===== config.mk =====
export PLATFORM = sky130hd
export DESIGN_NAME = fine_dtc_with_decoder
export DESIGN_NICKNAME = d
export VERILOG_FILES = /design/src/rtl/fine_dtc_with_decoder_pkg.sv /design/src/rtl/fine_delay_line.sv /design/src/rtl/fine_dtc_with_decoder.sv
export SDC_FILE = /design/constraint.sdc
export NUM_CORES = 1
export LEC_CHECK = 0
export ABC_AREA = 1
export ABC_CLOCK_PERIOD_IN_PS = 1650
export BUFFER_PORTS_ARGS = -buffer_cell sky130_fd_sc_hd__buf_2
export CAP_MARGIN = 20
export CORE_MARGIN = 5
export CORE_UTILIZATION = 55
export CTS_CLUSTER_DIAMETER = 150
export DETAILED_ROUTE_END_ITERATION = 7
export PLACE_DENSITY_LB_ADDON = 0.1
export SYNTH_ARGS = -nofsm -noshare
export SYNTH_HDL_FRONTEND = slang
export SYNTH_SLANG_ARGS = --single-unit

===== constraint.sdc =====
create_clock -name clk -period 1.65 [get_ports clk]
set_clock_uncertainty 0.05 [all_clocks]
set_input_delay 0.165 -clock clk [delete_from_list [all_inputs] [get_ports clk]]
set_output_delay 0.165 -clock clk [all_outputs]
set_load 0.005 [all_outputs]

===== src/rtl/fine_dtc_with_decoder_pkg.sv =====
// Shared encodings, default widths and the fine-code clamp for the fine DTC.
package dtc_pkg;
  localparam int DEF_STAGES       = 256;
  localparam int DEF_FINE_BITS    = 8;
  localparam int DEF_COARSE_BITS  = 16;
  localparam int DEF_PULSE_CYCLES = 2;

  typedef enum logic [2:0] {
    ST_IDLE   = 3'd0,
    ST_DECODE = 3'd1,
    ST_ARMED  = 3'd2,
    ST_COUNT  = 3'd3,
    ST_FIRE   = 3'd4
  } dtc_state_e;

  function automatic int unsigned clamp_fine(int unsigned v, int unsigned stages);
    return (v >= stages) ? stages - 1 : v;
  endfunction
endpackage


===== src/rtl/fine_delay_line.sv =====
// Placed tapped delay line driven by the launch register; the only
// non-synchronous logic in the DTC. Each cell maps to one LUT/carry stage.
module dtc_delay_cell (
  input  logic i,
  output logic o
);
  assign o = i;
endmodule

module fine_delay_line #(
  parameter int STAGES = 256,
  parameter int Xoff   = 8,
  parameter int Yoff   = 24
) (
  input  logic              launch,
  output logic [STAGES-1:0] tap
);
  // Placement origin must lie on the device grid; the chain grows upward from it.
  if (Xoff >= 0 && Yoff >= 0) begin : g_line
    for (genvar k = 0; k < STAGES; k++) begin : g_stage
      logic d_in, d_out;
      if (k == 0) begin : g_head
        assign d_in = launch;
      end else begin : g_link
        assign d_in = g_stage[k-1].d_out;
      end
      (* keep *) dtc_delay_cell u_cell (.i(d_in), .o(d_out));
      assign tap[k] = d_out;
    end
  end
endmodule


===== src/rtl/fine_dtc_with_decoder.sv =====
// Digital-to-time converter: coarse cycle counter plus fine tap select.
// Optional DTC_REPEAT_EN: FIRE returns to ARMED and keeps the loaded value.
module fine_dtc_with_decoder import dtc_pkg::*; #(
  parameter int STAGES       = DEF_STAGES,
  parameter int FINE_BITS    = DEF_FINE_BITS,
  parameter int COARSE_BITS  = DEF_COARSE_BITS,
  parameter int PULSE_CYCLES = DEF_PULSE_CYCLES,
  parameter int Xoff         = 8,
  parameter int Yoff         = 24
) (
  input  logic                   clk,
  input  logic                   rst_n,
  input  logic                   value_valid,
  output logic                   value_ready,
  input  logic [COARSE_BITS-1:0] value_coarse,
  input  logic [FINE_BITS-1:0]   value_fine,
  input  logic                   start,
  output logic                   busy,
  output logic                   done,
  output logic                   pulse_out
);
`ifdef DTC_REPEAT_EN
  localparam logic REPEAT = 1'b1;
`else
  localparam logic REPEAT = 1'b0;
`endif

  dtc_state_e             state_q, state_d;
  logic [COARSE_BITS-1:0] coarse_q, coarse_d, cnt_q, cnt_d;
  logic [FINE_BITS-1:0]   fine_q, fine_d;
  logic [STAGES-1:0]      therm_q, therm_d, sel, tap;
  logic [3:0]             pcnt_q, pcnt_d;
  logic                   launch_q, launch_d, done_q, done_d;
  logic                   ready_q, ready_d, busy_q, busy_d;
  logic                   load;

  assign load = value_valid & ready_q;

  always_comb begin
    state_d  = state_q;
    coarse_d = coarse_q;
    fine_d   = fine_q;
    cnt_d    = cnt_q;
    pcnt_d   = pcnt_q;
    launch_d = launch_q;
    done_d   = 1'b0;
    therm_d  = therm_q;
    // Thermometer only changes in DECODE, so the tap select is frozen while armed/firing.
    if (state_q == ST_DECODE)
      for (int k = 0; k < STAGES; k++) therm_d[k] = (k <= int'(fine_q));
    if (load) begin
      coarse_d = value_coarse;
      fine_d   = FINE_BITS'(clamp_fine(32'(value_fine), STAGES));
      state_d  = ST_DECODE;
    end else begin
      case (state_q)
        ST_DECODE: state_d = ST_ARMED;
        ST_ARMED: if (start) begin
          cnt_d   = coarse_q;
          state_d = ST_COUNT;
        end
        ST_COUNT: if (cnt_q == '0) begin
          launch_d = 1'b1;
          pcnt_d   = 4'(PULSE_CYCLES - 1);
          state_d  = ST_FIRE;
        end else begin
          cnt_d = cnt_q - 1'b1;
        end
        ST_FIRE: if (pcnt_q == '0) begin
          launch_d = 1'b0;
          done_d   = 1'b1;
          state_d  = REPEAT ? ST_ARMED : ST_IDLE;
        end else begin
          pcnt_d = pcnt_q - 1'b1;
        end
        default: state_d = ST_IDLE;
      endcase
    end
    ready_d = (state_d == ST_IDLE) | (REPEAT & (state_d == ST_ARMED));
    busy_d  = (state_d != ST_IDLE);
  end

  always_ff @(posedge clk or negedge rst_n) begin
    if (!rst_n) begin
      state_q  <= ST_IDLE;
      coarse_q <= '0;
      fine_q   <= '0;
      cnt_q    <= '0;
      pcnt_q   <= '0;
      launch_q <= 1'b0;
      done_q   <= 1'b0;
      therm_q  <= '0;
      ready_q  <= 1'b1;
      busy_q   <= 1'b0;
    end else begin
      state_q  <= state_d;
      coarse_q <= coarse_d;
      fine_q   <= fine_d;
      cnt_q    <= cnt_d;
      pcnt_q   <= pcnt_d;
      launch_q <= launch_d;
      done_q   <= done_d;
      therm_q  <= therm_d;
      ready_q  <= ready_d;
      busy_q   <= busy_d;
    end
  end

  // One-hot edge of the thermometer: sel[k] = therm[k] & ~therm[k+1].
  assign sel = therm_q & ~{1'b0, therm_q[STAGES-1:1]};

  fine_delay_line #(.STAGES(STAGES), .Xoff(Xoff), .Yoff(Yoff)) u_line (
    .launch (launch_q),
    .tap    (tap)
  );

  assign pulse_out   = |(tap & sel);
  assign value_ready = ready_q;
  assign busy        = busy_q;
  assign done        = done_q;
endmodule


Yosys cells after proc, flatten, opt, wreduce, memory -nomap -nowiden
Index checks and enable logic that the tools add are counted.
- equal/unequal tests: 9
- multiplexer cells: 17
- add/sub/neg operators: 2
- bitwise gates (word level): 5
- magnitude comparators: 255
- reduce and logical (&&, ||, !) cells: 10
- operator list (operator ; number):
    8-bit less-or-equal comparator, first input constant ; 128
    256-bit bitwise AND ; 2
    7-bit by 8-bit less-or-equal comparator with 1-bit output, first input constant ; 64
    6-bit by 8-bit less-or-equal comparator with 1-bit output, first input constant ; 32
    255-bit NOT with 256-bit output ; 1
    256-bit OR reduction ; 1
    5-bit by 8-bit less-or-equal comparator with 1-bit output, first input constant ; 16
    4-bit by 8-bit less-or-equal comparator with 1-bit output, first input constant ; 8
    3-bit by 8-bit less-or-equal comparator with 1-bit output, first input constant ; 4
    16-bit two-way mux ; 2
    16-bit case mux with 2 select lines ; 1
    2-bit by 8-bit less-or-equal comparator with 1-bit output, first input constant ; 2
    16-bit zero test ; 1
    16-bit by 1-bit subtractor with 16-bit output, second input constant ; 1
    3-bit two-way mux ; 4
    3-bit case mux with 4 select lines ; 1
    4-bit AND reduction ; 3
    2-bit inequality test, second input constant ; 5
    1-bit by 8-bit less-or-equal comparator with 1-bit output, first input constant ; 1
    4-bit two-way mux ; 2
    4-bit case mux with 2 select lines ; 1
    3-bit by 2-bit == test with 1-bit output, second input constant ; 2
    1-bit two-way mux ; 5
    4-bit zero test ; 1
    9 further kinds ; 10
- logic and storage cells: 308
- output and inout bits: 4
- flip-flop bits (word level): 307
- input port bits: 28

Logic depth before layout (Yosys ltp)
Gate-level depths: netlist of run 1.
- depth after elaboration: 5
- depth in mapped cells: 12
- depth with buffers taken out: 11

Cells and area by module
A second synthesis of run 1 with hierarchy kept.
- cell total of the unflattened synthesis: 2609
- area, all modules: 19812.8 µm²
- by module, submodules not included (module ; area each (µm²) ; times used ; sequential area each (µm²) ; cells an instance):
    fine_dtc_with_decoder ; 15969.1 ; 1 ; 7683.6 ; 2097
    dtc_delay_cell ; 7.5 ; 256 ; 0.0 ; 1
    fine_delay_line ; 1921.8 ; 1 ; 0.0 ; 256

Least setup slack after synthesis of run 1
Ideal clock, no wire load.
- path type: register to register
- from: register cnt_q[0]
- to: register cnt_q[13]
- period minus slack after synthesis: 1.692 ns
- stages on the path, launching flop included: 13
- path slack: -0.042 ns
- path buffers: 1
- library setup time: 0.117 ns
- arrival: 1.524 ns
- required time: 1.483 ns
- cells stage by stage: dfrtp_1 > inv_1 > ha_1 > nand3_1 > inv_2 > nand2_1 > nor2_1 > nand4_1 > nand2_2 > inv_4 > buf_6 > nand3_1 > nand2_1
- longest elaborated chain between the ends: 3
- elaborated cells between the ends (all ways): 6
- classes of those cells: add/sub (1); eq/ne (1); mux (2); reduce/logical (2)
- RTL lines (item ; line ; text):
    start, declared ; fine_dtc_with_decoder.sv:29 ; logic [COARSE_BITS-1:0] coarse_q, coarse_d, cnt_q, cnt_d;
    start signal, assigned ; fine_dtc_with_decoder.sv:99 ; cnt_q <= cnt_d;
    16-bit by 1-bit subtractor with 16-bit output / 16-bit zero test (equally long branches) ; fine_dtc_with_decoder.sv:67, fine_dtc_with_decoder.sv:62 ;
    16-bit two-way mux / 2-bit inequality test (equally long branches) ; - ;
    16-bit case mux with 2 select lines / 4-bit AND reduction (equally long branches) ; - ;
Several ways; a longest one is shown, not always the timed one. The select of a mux whose other input is x is not followed.
A chain may end at the register's enable or synchronous reset.

Final worst setup path of run 1
- from: register launch_q
- to: output port pulse_out
- longest elaborated chain between the ends: 2
- RTL lines (item ; line ; text):
    start, declared ; fine_dtc_with_decoder.sv:33 ; logic launch_q, launch_d, done_q, done_d;
    start signal, assigned ; fine_dtc_with_decoder.sv:101 ; launch_q <= launch_d;
    256-bit bitwise AND ; fine_dtc_with_decoder.sv:117 ; assign pulse_out = |(tap & sel);
    256-bit OR reduction ; fine_dtc_with_decoder.sv:117 ;
    end, declared ; fine_dtc_with_decoder.sv:20 ; output logic pulse_out
No other way between the ends.

==> impl_metrics.env, run 1 <==
export IMPL_ys_seq_area_share_pct=47.9
export IMPL_cts_tree="yes"
export IMPL_hold_path_class="in2reg"
export IMPL_most_common_layout_cells="309 x inv_1, 298 x dfrtp_1, 270 x nand2_1"
export IMPL_io_buffers=31
export IMPL_final_util_pct=80.5
export IMPL_nNetsFinal=2462
export IMPL_cp_num_buf_inv=4
export IMPL_avgSynthCellArea_um2=7.67
export IMPL_die_area_um2=32700
export IMPL_gp_congestion=0.981
export IMPL_ios=32
export IMPL_routed_wl_um=61800
export IMPL_path_cells="buf_16 > buf_12 > buf_8 > nand3_2 > nand4_1 > nor2_1 > nand2_1 > nor2_4 > nand2_2 > nor2_4 > nand2_2 > buf_6"
export IMPL_slowest_delay_ns=0.53
export IMPL_power_share_sequential_pct=48.4
export IMPL_wl_per_cell_um=21.8
export IMPL_drt_pre_antenna_iters=8
export IMPL_coreArea_um2=28800
export IMPL_violations="DRC, setup timing"
export IMPL_cp_slowest_cell="dfrtp_4"
export IMPL_fp_dieH_um=181
export IMPL_synthFlopType="dfrtp_1"
export IMPL_cts_max_path_buffers=3
export IMPL_finalCritPeriodShare_pct=173
export IMPL_clock_sinks=307
export IMPL_place_hpwl_um=34900
export IMPL_setup_slack_ns=-1.21
export IMPL_path_clk_slew_ns=0.06
export IMPL_synth_edf_count=0
export IMPL_grt_ovfl_total=0
export IMPL_ys_warn_count=0
export IMPL_p_leak_nw=10.5
export IMPL_setup_viol=143
export IMPL_dr_total_vias=17500
export IMPL_path_delay_family="simple AND/OR/NAND/NOR gates"
export IMPL_rsz0062_at_grt="yes"
export IMPL_outcome="finished with violations"
export IMPL_slew_headroom_pct=65.9
export IMPL_critPathKind="reg2out"
export IMPL_ant_nets=0
export IMPL_startpoint_type="register"
export IMPL_grtUsageTotal_pct=32.5
export IMPL_p_sw_mw=3.39
export IMPL_syn2layout_area_growth_pct=44.5
export IMPL_arrival_ns=2.65
export IMPL_slew_viol_final=0
export IMPL_synth_nets=2123
export IMPL_hold_violations=0
export IMPL_final_common_cell="inv_1"
export IMPL_cts_htree_levels=2
export IMPL_antenna_found_initial=2
export IMPL_synth_cell_types=46
export IMPL_worst_pin_slew_ns=0.512
export IMPL_drv_cap=0
export IMPL_grt_pass1_vias=16200
export IMPL_drtIter0Drc=2305
export IMPL_switching_share_pct=21.8
export IMPL_syn_inst=2092
export IMPL_p_per_area_nw_per_um2=672
export IMPL_vdd_drop_max_mv=0.876
export IMPL_rows=62
export IMPL_grt_max_degree=50
export IMPL_root_buffer="clkbuf_16"
export IMPL_power_frac_comb_pct=1.8
export IMPL_fillers=1674
export IMPL_cts_buffers=36
export IMPL_dpl_cell_area_um2=18500
export IMPL_synthesis_area_um2=16000
export IMPL_grt_pass1_wl_um=86000
export IMPL_clkPwrFrac_pct=49.9
export IMPL_synthArstFlopShare_pct=100
export IMPL_ys_seq_elements=307
export IMPL_die_width_um=181
export IMPL_final_layout_size_suffix_gt1_share_pct=32.1
export IMPL_max_freq_ghz=0.350
export IMPL_viasPerCell=6.15
export IMPL_p_int_mw=12.2
export IMPL_clk_latency_ns=0.54
export IMPL_initial_core_util_pct=55.7
export IMPL_design_area_um2=23200
export IMPL_crit_path_end_kind="primary output"
export IMPL_critPathRequiredTime_ns=1.43
export IMPL_period_needed_ns=2.86
export IMPL_cp_max_fo=7
export IMPL_drc=2
per-stage QoR:
stage	setup WS (ns)	hold WS [ns]	TNS (ns)	instances	total power, mW
final	-1.21	0.0241	-7.77	2842	15.6
after global routing	-1.25	0.0405	-16.39	2842	16.0
after CTS	-1.04	0.0321	-1.16	2770	15.6
after detailed placement	-0.669	0.0789	-23.81	2651	7.90
after global placement	-0.633	0.0779	-21.03	2651	7.90
after floorplan	0.0139	-0.181	0	2092	7.67
cell type report:
type / instances / area (um2) / share of cell area [%]
clock buffer: 60 / 1100 / 4.76
multi-input combinational: 1303 / 7840 / 33.8
tap: 384 / 480 / 2.07
timing repair inverter: 3 / 28.8 / 0.124
sequential: 307 / 7700 / 33.2
antenna: 1 / 2.50 / 0.0108
timing repair buffer: 414 / 4510 / 19.5
clock inverter: 4 / 31.3 / 0.135
inverter: 366 / 1480 / 6.37
power by group through the flow:
stage                     combinational, mW  sequential (mW)  clock, mW
after floorplan                   0.0000152             7.67          0
after global placement                0.234             7.67          0
after detailed placement              0.236             7.67          0
after CTS                             0.283             7.53       7.79
after global routing                  0.314             7.53       8.14
final                                 0.275             7.53       7.76
per-layer routing:
| layer | track usage [%] | vias to the layer above | wire, um |
|---|---|---|---|
| met3 | 5.35 | 343 | 6940 |
| met1 | 43.1 | 8366 | 22300 |
| met2 | 52.6 | 1188 | 28400 |
| met5 | 0 | - | 0 |
| li1 | - | 7592 | - |
| met4 | 14.8 | 0 | 4220 |
path summary, 6_finish.rpt:
| kind | to | slack [ns] | start | cells after the start |
|---|---|---|---|---|
| max reg2reg | therm_q[166] | -0.17 | fine_q[2] | 9 |
| min reg2reg | therm_q[0] | 0.42 | therm_q[0] | 1 |
| min in group asynchronous | therm_q[152] | 0.13 | rst_n | 2 |
| min | value_ready | 0.02 | start | 4 |
| max in group asynchronous | therm_q[45] | 0.71 | rst_n | 3 |
| max | pulse_out | -1.21 | launch_q | 12 |
state kept, by name, indices dropped and copies added, names as in the netlist:
register     cells
launch_q         1
state_q          3
pcnt_q           4
value_ready      1
done             1
busy             1
therm_q        256
coarse_q        16
fine_q           8
cnt_q           16
logic make-up (layout without fill, tap and decap cells):
logic type / after synthesis / in the layout / synth area share, %
muxes: 1 / 1 / 0.0624
other: 0 / 1 / 0
and+or+nand+nor: 819 / 819 / 22.6
DFF: 307 / 307 / 47.9
AOI/OAI and AO/OA: 473 / 473 / 16.9
adders and majority gates: 3 / 3 / 0.234
buffers and inverters: 482 / 847 / 12.0
xor gates and xnor gates: 7 / 7 / 0.382
cells in the mapped netlist, drive strengths merged (18+ instances only):
library cell	n	area [um2]
nand2	328	1240
inv	365	1380
clkbuf	36	135
buf	80	403
o211ai	67	503
dfrtp	306	7660
a22oi	18	135
o21ai	281	1410
nor2	162	643
nand3	269	1350
a21oi	56	288
nand4	45	282
tightest hold or removal path: stages:
cell and delay (ns):
buf_2 0.09, nand3_2 0.12, nand3_1 0.17, nor3_2 0.06
timing repair:
action | 4_1_cts | 5_1_grt
gates cloned | 11 | 24
gates resized for setup | 128 | 522
hold buffers | 25 | 0
endpoints found under the hold margin | 310 | 0
pin swaps | 57 | 106
setup endpoints to repair | 244 | 200
buffers inserted | 20 | 52
Power figures use the tool's default switching activity.
==> inputs of run 2 (changes only) <==
ABC_CLOCK_PERIOD_IN_PS = 2890   (was 1650)
clock period = 2.89 ns   (was 1.65 ns; I/O delays follow)
==> impl_metrics.env, run 2 (same netlist as run 1, synthesis figures left out) <==
export IMPL_worstSetupEndpoint="pulse_out"
export IMPL_drc=0
export IMPL_grt_max_degree=92
export IMPL_ios=32
export IMPL_num_antenna_cells=0
export IMPL_outcome="finished clean"
export IMPL_startpoint="launch_q"
export IMPL_final_util_pct=63.4
export IMPL_root_buffer="clkbuf_16"
export IMPL_die_width_um=181
export IMPL_most_common_layout_cells="340 x inv_1, 325 x nand2_1, 305 x dfrtp_1"
export IMPL_largest_reg_flops=256
export IMPL_syn2layout_area_growth_pct=13.7
export IMPL_switching_share_pct=21.4
export IMPL_drv_cap=0
export IMPL_p_int_mw=6.91
export IMPL_slew_headroom_pct=43.3
export IMPL_layout_cells_non_filler=2540
export IMPL_clkPwrFrac_pct=49.4
export IMPL_max_freq_ghz=0.355
export IMPL_critPathRequiredTime_ns=2.55
export IMPL_p_leak_nw=8.40
export IMPL_clk_latency_ns=0.51
export IMPL_hold_depth=3
export IMPL_initial_core_util_pct=55.7
export IMPL_crit_path_end_kind="primary output"
export IMPL_fin_setup_tns_ns=0
export IMPL_cts_buffers=36
export IMPL_wl_per_cell_um=19.0
export IMPL_dpl_cell_area_um2=16700
export IMPL_startpoint_type="register"
export IMPL_r2r_slack_ns=0.45
export IMPL_drt_pre_antenna_iters=6
export IMPL_rows=62
export IMPL_worstRegToRegCells=8
export IMPL_place_hpwl_um=31800
export IMPL_ff_latch_area_um2=7690
export IMPL_power_share_sequential_pct=48.9
export IMPL_worst_pin_slew_ns=0.850
export IMPL_drtIter0Drc=1638
export IMPL_cp_slowest_cell="dfrtp_4"
export IMPL_arrival_ns=2.48
export IMPL_r2r_start="fine_q[2]"
export IMPL_viasPerCell=5.76
export IMPL_path_cells="buf_12 > buf_6 > nand3_1 > nand2_1 > inv_1 > nand2_1 > nor2_1 > nand2_1 > nor2_1 > nand2_1 > nor2_2 > nand2_1 > buf_2"
export IMPL_worst_r2r_endpoint="therm_q[181]"
export IMPL_gp_congestion=0.903
export IMPL_final_layout_size_suffix_gt1_share_pct=9.37
export IMPL_dr_total_vias=14600
export IMPL_io_buffers=31
export IMPL_p_per_area_nw_per_um2=482
export IMPL_design_area_um2=18200
export IMPL_antenna_found_initial=0
export IMPL_fp_dieH_um=181
export IMPL_coreArea_um2=28800
export IMPL_final_common_cell="inv_1"
export IMPL_clock_sinks=307
export IMPL_finalCritPeriodShare_pct=97.6
export IMPL_crit_top_cell="nand2_1"
export IMPL_nNetsFinal=2164
export IMPL_setup_viol=0
export IMPL_multi_input_area_um2=6460
export IMPL_p_sw_mw=1.88
export IMPL_grt_pass1_vias=14000
export IMPL_slew_viol_final=0
export IMPL_routed_wl_um=48400
export IMPL_power_frac_comb_pct=1.7
export IMPL_grt_pass1_wl_um=76400
export IMPL_die_area_um2=32700
export IMPL_hold_violations=0
export IMPL_grt_ovfl_total=0
export IMPL_cp_max_fo=12
export IMPL_vdd_drop_max_mv=0.411
export IMPL_placed_cells=2447
export IMPL_largest_register="therm_q"
export IMPL_period_needed_ns=2.82
export IMPL_grtUsageTotal_pct=29.0
export IMPL_critPathKind="reg2out"
export IMPL_cts_max_path_buffers=3
export IMPL_finalPower_mw=8.79
export IMPL_path_clk_slew_ns=0.06
export IMPL_cts_htree_levels=2
export IMPL_fillers=2554
export IMPL_slowest_delay_ns=0.51
export IMPL_reg_largest_list="therm_q: 256 flops, cnt_q: 16 flops, coarse_q: 16 flops"
export IMPL_hold_path_class="in2reg"
export IMPL_ant_nets=0
export IMPL_cts_tree="yes"
==> run 2: worst min path at each step <==
stage / from / end / slack [ns]
floorplan: rst_n / busy / -0.06
global placement: rst_n / therm_q[118] / 0.33
detailed placement: rst_n / therm_q[127] / 0.34
CTS: value_fine[5] / fine_q[5] / 0.02
global route: value_fine[5] / fine_q[5] / 0.04
finish: value_fine[5] / fine_q[5] / 0.03
==> run 2: area by class of cell <==
type,count,area share [%]
clock inverter,7,0.206
multi-input combinational,1303,35.4
timing repair buffer,119,6.09
inverter,366,7.59
clock buffer,54,5.92
tap,384,2.63
sequential,307,42.2
==> run 2: per-layer routing <==
metal	global-route usage [%]	wire length, um	vias to the layer above
met5	0	0	-
met4	10.2	1860	0
met3	5.49	3950	125
met2	46.0	22200	593
met1	40.3	20400	6942
li1	-	-	6960
==> run 2: stage by stage <==
step	setup WS, ns	hold WS (ns)
after floorplan	1.20	-0.0566
after global placement	0.507	0.328
after detailed placement	0.458	0.339
after CTS	0.00279	0.0198
after global routing	-0.00240	0.0448
final	0.0695	0.0306
==> run 2: power by group through the flow <==
stage / sequential (mW) / clock, mW / combinational (mW)
after floorplan: 4.38 / 0 / 0.0000101
after global placement: 4.38 / 0 / 0.126
after detailed placement: 4.38 / 0 / 0.126
after CTS: 4.30 / 4.40 / 0.152
after global routing: 4.30 / 4.59 / 0.169
final: 4.30 / 4.35 / 0.146
==> run 2: critical path: cells and delay by family, from the launching register on <==
family | cells | cell delay (ns)
buf+inv | 4 | 0.50
flops | 1 | 0.51
simple gates | 9 | 0.96
==> run 2: timing repair <==
action | 4_1_cts | 5_1_grt
endpoints found under the setup margin | 1 | 1
gates cloned | 1 | 3
setup buffers | 1 | 3
hold endpoints to repair | 107 | 0
gates resized for setup | 1 | 6
hold buffers | 24 | 0
